[src/rtl/pipe_ctrl.sv]
// Stall/flush scheduler for the 5-stage pipeline.
// Arbitrates MEM exceptions, EX multi-cycle ops, ID load-use stalls and ID branches.
module pipe_ctrl #(
  parameter int          CNT_W      = 5,
  parameter logic [31:0] EXC_VECTOR = 32'h00000020
) (
  input  logic             clk,
  input  logic             rst,
  input  logic             stallreq_id,
  input  logic             ex_mc_start,
  input  logic [CNT_W-1:0] ex_mc_cycles,
  input  logic             branch_flag_id,
  input  logic [31:0]      branch_addr_id,
  input  logic             exc_mem,
  output logic [5:0]       stall,
  output logic             flush,
  output logic             flush_if_id,
  output logic             pc_redirect,
  output logic [31:0]      new_pc,
  output logic             ex_mc_done,
  output logic [31:0]      stall_cycles
);

  typedef enum logic [1:0] {
    IDLE,
    EX_BUSY,
    EXC_FLUSH
  } state_t;

  state_t           state_q, state_d;
  logic [CNT_W-1:0] busy_q, busy_d;
  logic [31:0]      cnt_q;
  logic             low_ok;

  always_ff @(posedge clk or posedge rst) begin
    if (rst) begin
      state_q <= IDLE;
      busy_q  <= '0;
      cnt_q   <= '0;
    end else begin
      state_q <= state_d;
      busy_q  <= busy_d;
      if (|stall)
        cnt_q <= cnt_q + 32'd1;
    end
  end

  assign stall_cycles = cnt_q;

  always_comb begin
    state_d     = state_q;
    busy_d      = busy_q;
    stall       = '0;
    flush       = 1'b0;
    flush_if_id = 1'b0;
    pc_redirect = 1'b0;
    new_pc      = '0;
    ex_mc_done  = 1'b0;
    low_ok      = 1'b0;
    if (rst) begin
      state_d = IDLE;
      busy_d  = '0;
    end else if (state_q == EXC_FLUSH) begin
      flush   = 1'b1;
      state_d = IDLE;
    end else if (exc_mem) begin
      flush       = 1'b1;
      pc_redirect = 1'b1;
      new_pc      = EXC_VECTOR;
      busy_d      = '0;
      state_d     = EXC_FLUSH;
    end else begin
      low_ok = 1'b1;
      if (state_q == EX_BUSY) begin
        if (busy_q == '0) begin
          ex_mc_done = 1'b1;
          state_d    = IDLE;
        end else begin
          stall  = 6'b001111;
          busy_d = busy_q - CNT_W'(1);
          low_ok = 1'b0;
        end
      end else if (ex_mc_start) begin
        if (ex_mc_cycles <= CNT_W'(1)) begin
          ex_mc_done = 1'b1;
        end else begin
          stall   = 6'b001111;
          busy_d  = ex_mc_cycles - CNT_W'(2);
          state_d = EX_BUSY;
          low_ok  = 1'b0;
        end
      end
      // a branch only redirects when nothing holds the front end
      if (low_ok) begin
        if (stallreq_id) begin
          stall = 6'b000111;
        end else if (branch_flag_id) begin
          pc_redirect = 1'b1;
          new_pc      = branch_addr_id;
          flush_if_id = 1'b1;
        end
      end
    end
  end

endmodule
[config.mk]
export PLATFORM = sky130hd
export DESIGN_NAME = pipe_ctrl
export DESIGN_NICKNAME = d
export VERILOG_FILES = /design/src/rtl/pipe_ctrl.sv
export SDC_FILE = /design/constraint.sdc
export NUM_CORES = 1
export LEC_CHECK = 0
export BUFFER_PORTS_ARGS = -buffer_cell sky130_fd_sc_hd__buf_2
export CAP_MARGIN = 25
export CORE_ASPECT_RATIO = 1.4
export CORE_UTILIZATION = 42
export CTS_BUF_LIST = sky130_fd_sc_hd__clkbuf_4 sky130_fd_sc_hd__clkbuf_8 sky130_fd_sc_hd__clkbuf_16
export DETAILED_ROUTE_END_ITERATION = 12
export GPL_ROUTABILITY_DRIVEN = 0
export PLACE_DENSITY = 0.76
export SYNTH_ARGS = -nofsm -noshare
export SYNTH_HDL_FRONTEND = slang
export SYNTH_SLANG_ARGS = --single-unit
[constraint.sdc]
create_clock -name clk -period 3 [get_ports clk]
set_input_delay 0.75 -clock clk [delete_from_list [all_inputs] [get_ports clk]]
set_output_delay 0.75 -clock clk [all_outputs]
set_load 0.02 [all_outputs]
==> run summary <==
The fraction of layout cells with a size suffix above 1 came out at 0.4797. The static power due to leakage came out at 0.001959 uW. The final hold violation count is 0. The flip-flop and latch count after synthesis came out at 39.

The count of unique library cells instantiated by Yosys is 52. The number of buffers inserted for hold repair after clock tree synthesis came out at 0. For this configuration, the core starts out at a cell density of 0.4426. The part of the cycle the worst path needs came out at 1.039. The routed wire length per instance is 15.13 um. The element type at the critical path end is an output pin. The die boundary height came out at 92.94 um.

Yosys printed 0 warnings. The data arrival time of the critical path is 2370 ps. The net total in the final layout came out at 443. The critical path starts at busy_q[1]$_DFFE_PP0P_. The fill cell total of the finished layout is 446.

The number of diodes added for antenna fixing came out at 0. The largest net degree at the start of global routing is 36. The die covers 6223 um2. The number of CTS-inserted buffers came out at 5. In the synthesized netlist, the number of instances is 257.

The total power draw is 1534 uW. The remaining antenna violation count came out at 0. The final worst setup slack came out at -118.5 ps. The final design utilization came out at 0.6714. The number of global-route vias before repair came to 2,317. VDD sags by at most 0.2630 mV. The CTS tree is done. The global-route wire length before repair came out at 10,430 um.

The chip width is 66.96 um. The post-synth design cell area came out at 2481 um2. In this run the core area contains 32 standard-cell rows. The area of all sequential standard cells came out at 975.9 um2.

The sequential area share after synthesis came out at 0.3933. By area the synthesized netlist is led by sky130_fd_sc_hd__dfrtp_1 (39%), sky130_fd_sc_hd__xnor2_1 (8.8%), sky130_fd_sc_hd__and3_1 (8.6%). 117 I/O pins were placed. At the pin with the least slew margin, the transition time is 728.8 ps. Subtracting the final worst setup slack from the clock period gives 3118 ps.

The area added between synthesis and finish came out at 51.69%. In this run the clock root is driven by a sky130_fd_sc_hd__clkbuf_8. The clock passes through at most 2 buffers. In the global route stage, overall resource usage came out at 0.2158. The tightest hold path in the finished design has a slack of 480.0 ps. The clock sink count came out at 39.

The path class of the tightest hold or removal check is reg -> reg. The number of antenna violations at the first check in global routing is 0. The routed design has 6991 um of wire.

The number of enable-type register cells in the synthesized netlist came out at 0. In the synthesized netlist the dominant register cell turns out to be sky130_fd_sc_hd__dfrtp_1. Clock skew on the completed layout was measured at 6.524 ps. The area of the multi-input gates came out at 1484 um2. The clock input transition at the sequential cells of the worst setup and hold paths is 70 ps.

The length of the first detailed-routing pass in iterations came out at 4. The top achievable clock speed is 320.7 MHz. In the synthesized netlist the async set-or-reset flop fraction comes to 1.000. The clock insertion delay at the later pin of the skew report came out at 290 ps. The average size of a mapped cell is 9.654 um2.

Of all cell types, the one taking the most synthesized area is sky130_fd_sc_hd__dfrtp_1. The number of port buffers came out at 114. The total number of vias came out at 2,524. The critical path is of the reg -> out type. The run finished, with violations left. In this run the most critical hold path is launched from stall_cycles[31]$_DFFE_PP0P_. Setup repair after global routing could not meet its margin everywhere. The violation count after the first detailed-route iteration came out at 124.

The wire-length estimate of the detail-placed layout is 4728 um. In this run the critical register-to-register path is launched from busy_q[1]$_DFFE_PP0P_. Of all nets on the critical path, the largest fanout is 8.

Power spread over the standard cell area amounts to 407.6 nW/um2. The overall overflow remaining after global route came out at 0. For this run, design rule violations remaining after detail routing come to 0. Setup violations remaining at the end of the flow were counted as 34. The kind of start point of the critical path is a register. The tool flagged a number of max-cap violations equal to 0.

Using the TritonRoute via totals, the vias-per-cell ratio works out to 5.463. The relative slew slack is 0.5136. The H-tree depth came out at 2. The checks that failed: negative setup slack.

The area share of the leading cell type in the synthesized netlist came out at 0.3933. The required arrival time at the worst endpoint came out at 2250 ps. The area of the core came out at 5605 um2. The final max-slew violation count came to 0.
## power breakdown
part           switching, uW  internal [uW]
logic                    222            174
clock network            182            341
registers               49.8            565
## logic make-up after synthesis
kind of cell | Yosys count | share of synthesized area
AND/OR/NAND/NOR | 125 | 0.2955
flip-flops | 39 | 0.3933
XOR/XNOR | 32 | 0.1130
buffers and inverters | 25 | 0.05698
AO/OA/AOI/OAI | 24 | 0.08725
adder cells (fa/ha/maj) | 7 | 0.03530
multiplexers | 4 | 0.01715
other | 1 | 0.001511
## synth_stat cells (2+ instances only)
master / number
sky130_fd_sc_hd__buf_4: 4
sky130_fd_sc_hd__inv_1: 11
sky130_fd_sc_hd__o221ai_1: 2
sky130_fd_sc_hd__xnor2_1: 25
sky130_fd_sc_hd__nand3_1: 16
sky130_fd_sc_hd__mux2_2: 2
sky130_fd_sc_hd__dfrtp_1: 39
sky130_fd_sc_hd__mux2i_1: 2
sky130_fd_sc_hd__nand2b_1: 4
sky130_fd_sc_hd__and3_2: 3
sky130_fd_sc_hd__a21oi_1: 5
sky130_fd_sc_hd__nand2_1: 17
sky130_fd_sc_hd__xor2_1: 7
sky130_fd_sc_hd__nor3_1: 3
sky130_fd_sc_hd__nor4_1: 3
sky130_fd_sc_hd__o21ai_0: 3
sky130_fd_sc_hd__o211ai_1: 2
sky130_fd_sc_hd__and3_1: 34
sky130_fd_sc_hd__nand4_1: 12
sky130_fd_sc_hd__ha_1: 7
sky130_fd_sc_hd__buf_2: 2
sky130_fd_sc_hd__buf_6: 4
sky130_fd_sc_hd__clkbuf_1: 4
sky130_fd_sc_hd__nor2_1: 17
sky130_fd_sc_hd__and4_1: 2
## layout by cell type, fill, tap and decap left out, types with 2 or more instances in the layout
cell type	instances
sky130_fd_sc_hd__clkbuf_8	5
sky130_fd_sc_hd__mux2_2	2
sky130_fd_sc_hd__buf_12	2
sky130_fd_sc_hd__o211ai_1	2
sky130_fd_sc_hd__inv_2	3
sky130_fd_sc_hd__ha_4	2
sky130_fd_sc_hd__and4_1	2
sky130_fd_sc_hd__buf_8	2
sky130_fd_sc_hd__nor4_1	3
sky130_fd_sc_hd__nand3_1	16
sky130_fd_sc_hd__nor3_1	2
sky130_fd_sc_hd__inv_1	7
sky130_fd_sc_hd__nand4_1	12
sky130_fd_sc_hd__a21oi_2	2
sky130_fd_sc_hd__dfrtp_1	39
sky130_fd_sc_hd__nor4b_4	2
sky130_fd_sc_hd__buf_4	28
sky130_fd_sc_hd__o21ai_0	3
sky130_fd_sc_hd__xnor2_1	25
sky130_fd_sc_hd__xor2_1	7
sky130_fd_sc_hd__o221ai_1	2
sky130_fd_sc_hd__mux2i_1	2
sky130_fd_sc_hd__and3_4	14
sky130_fd_sc_hd__nor2_1	17
sky130_fd_sc_hd__nand2_1	17
sky130_fd_sc_hd__nand2b_1	4
sky130_fd_sc_hd__a21oi_1	4
sky130_fd_sc_hd__and3_1	22
sky130_fd_sc_hd__buf_2	79
sky130_fd_sc_hd__buf_6	30
sky130_fd_sc_hd__bufinv_16	2
sky130_fd_sc_hd__ha_1	5
sky130_fd_sc_hd__conb_1	2
## critical path: stages, from the launching register on
cell and delay, ps:
sky130_fd_sc_hd__dfrtp_1 410, sky130_fd_sc_hd__inv_2 90, sky130_fd_sc_hd__ha_4 110, sky130_fd_sc_hd__or4b_4 460, sky130_fd_sc_hd__and2_4 170, sky130_fd_sc_hd__nor4b_4 220, sky130_fd_sc_hd__buf_6 170, sky130_fd_sc_hd__buf_8 120
sky130_fd_sc_hd__and3_1 200, sky130_fd_sc_hd__buf_6 130
## stage by stage
step	setup WS (ps)	cell area, um2	TNS, ps	cells
CTS	-118.1	3558	-3678	459
global placement	-100.6	3213	-2690	443
detailed placement	-158.4	3213	-4476	443
floorplan	4.894	2505	0	258
global route	-210.1	3764	-5935	462
finish	-118.5	3764	-2828	462
## timing repair
item	CTS	global route
pin swaps	2	14
gates cloned	2	1
gates resized for setup	55	40
setup endpoints to repair	34	34
setup buffers	6	2
## registers in the layout, indices dropped and copies added, names as in the netlist
register	cells
stall_cycles	32
busy_q	5
state_q	2
## path summary, 6_finish.rpt
kind	end	slack, ps	depth (start not counted)
max	new_pc[20]	-120	9
min	stall_cycles[31]$_DFFE_PP0P_	480	1
max reg2reg	busy_q[3]$_DFFE_PP0P_	750	8
min reg2reg	stall_cycles[31]$_DFFE_PP0P_	480	1
max in group asynchronous	stall_cycles[14]$_DFFE_PP0P_	1790	3
min in group asynchronous	state_q[1]$_DFFE_PP0P_	630	2
## layer usage
metal	global-route usage	wire, um	vias to the layer above
met3	0.03941	465	10
met1	0.2280	2536	1239
li1	-	-	1178
met5	0	0	-
met2	0.4192	3886	97
met4	0.05319	103	0
## final cells by class
type	instances	area share
clock buffers	6	0.02028
clock inverters	2	0.01596
inverters	11	0.01164
multi-input cells	194	0.3943
flip-flops and latches	39	0.2593
well taps	68	0.02261
repair buffers	142	0.2759
Note: power is estimated with default switching activity, not from simulation.
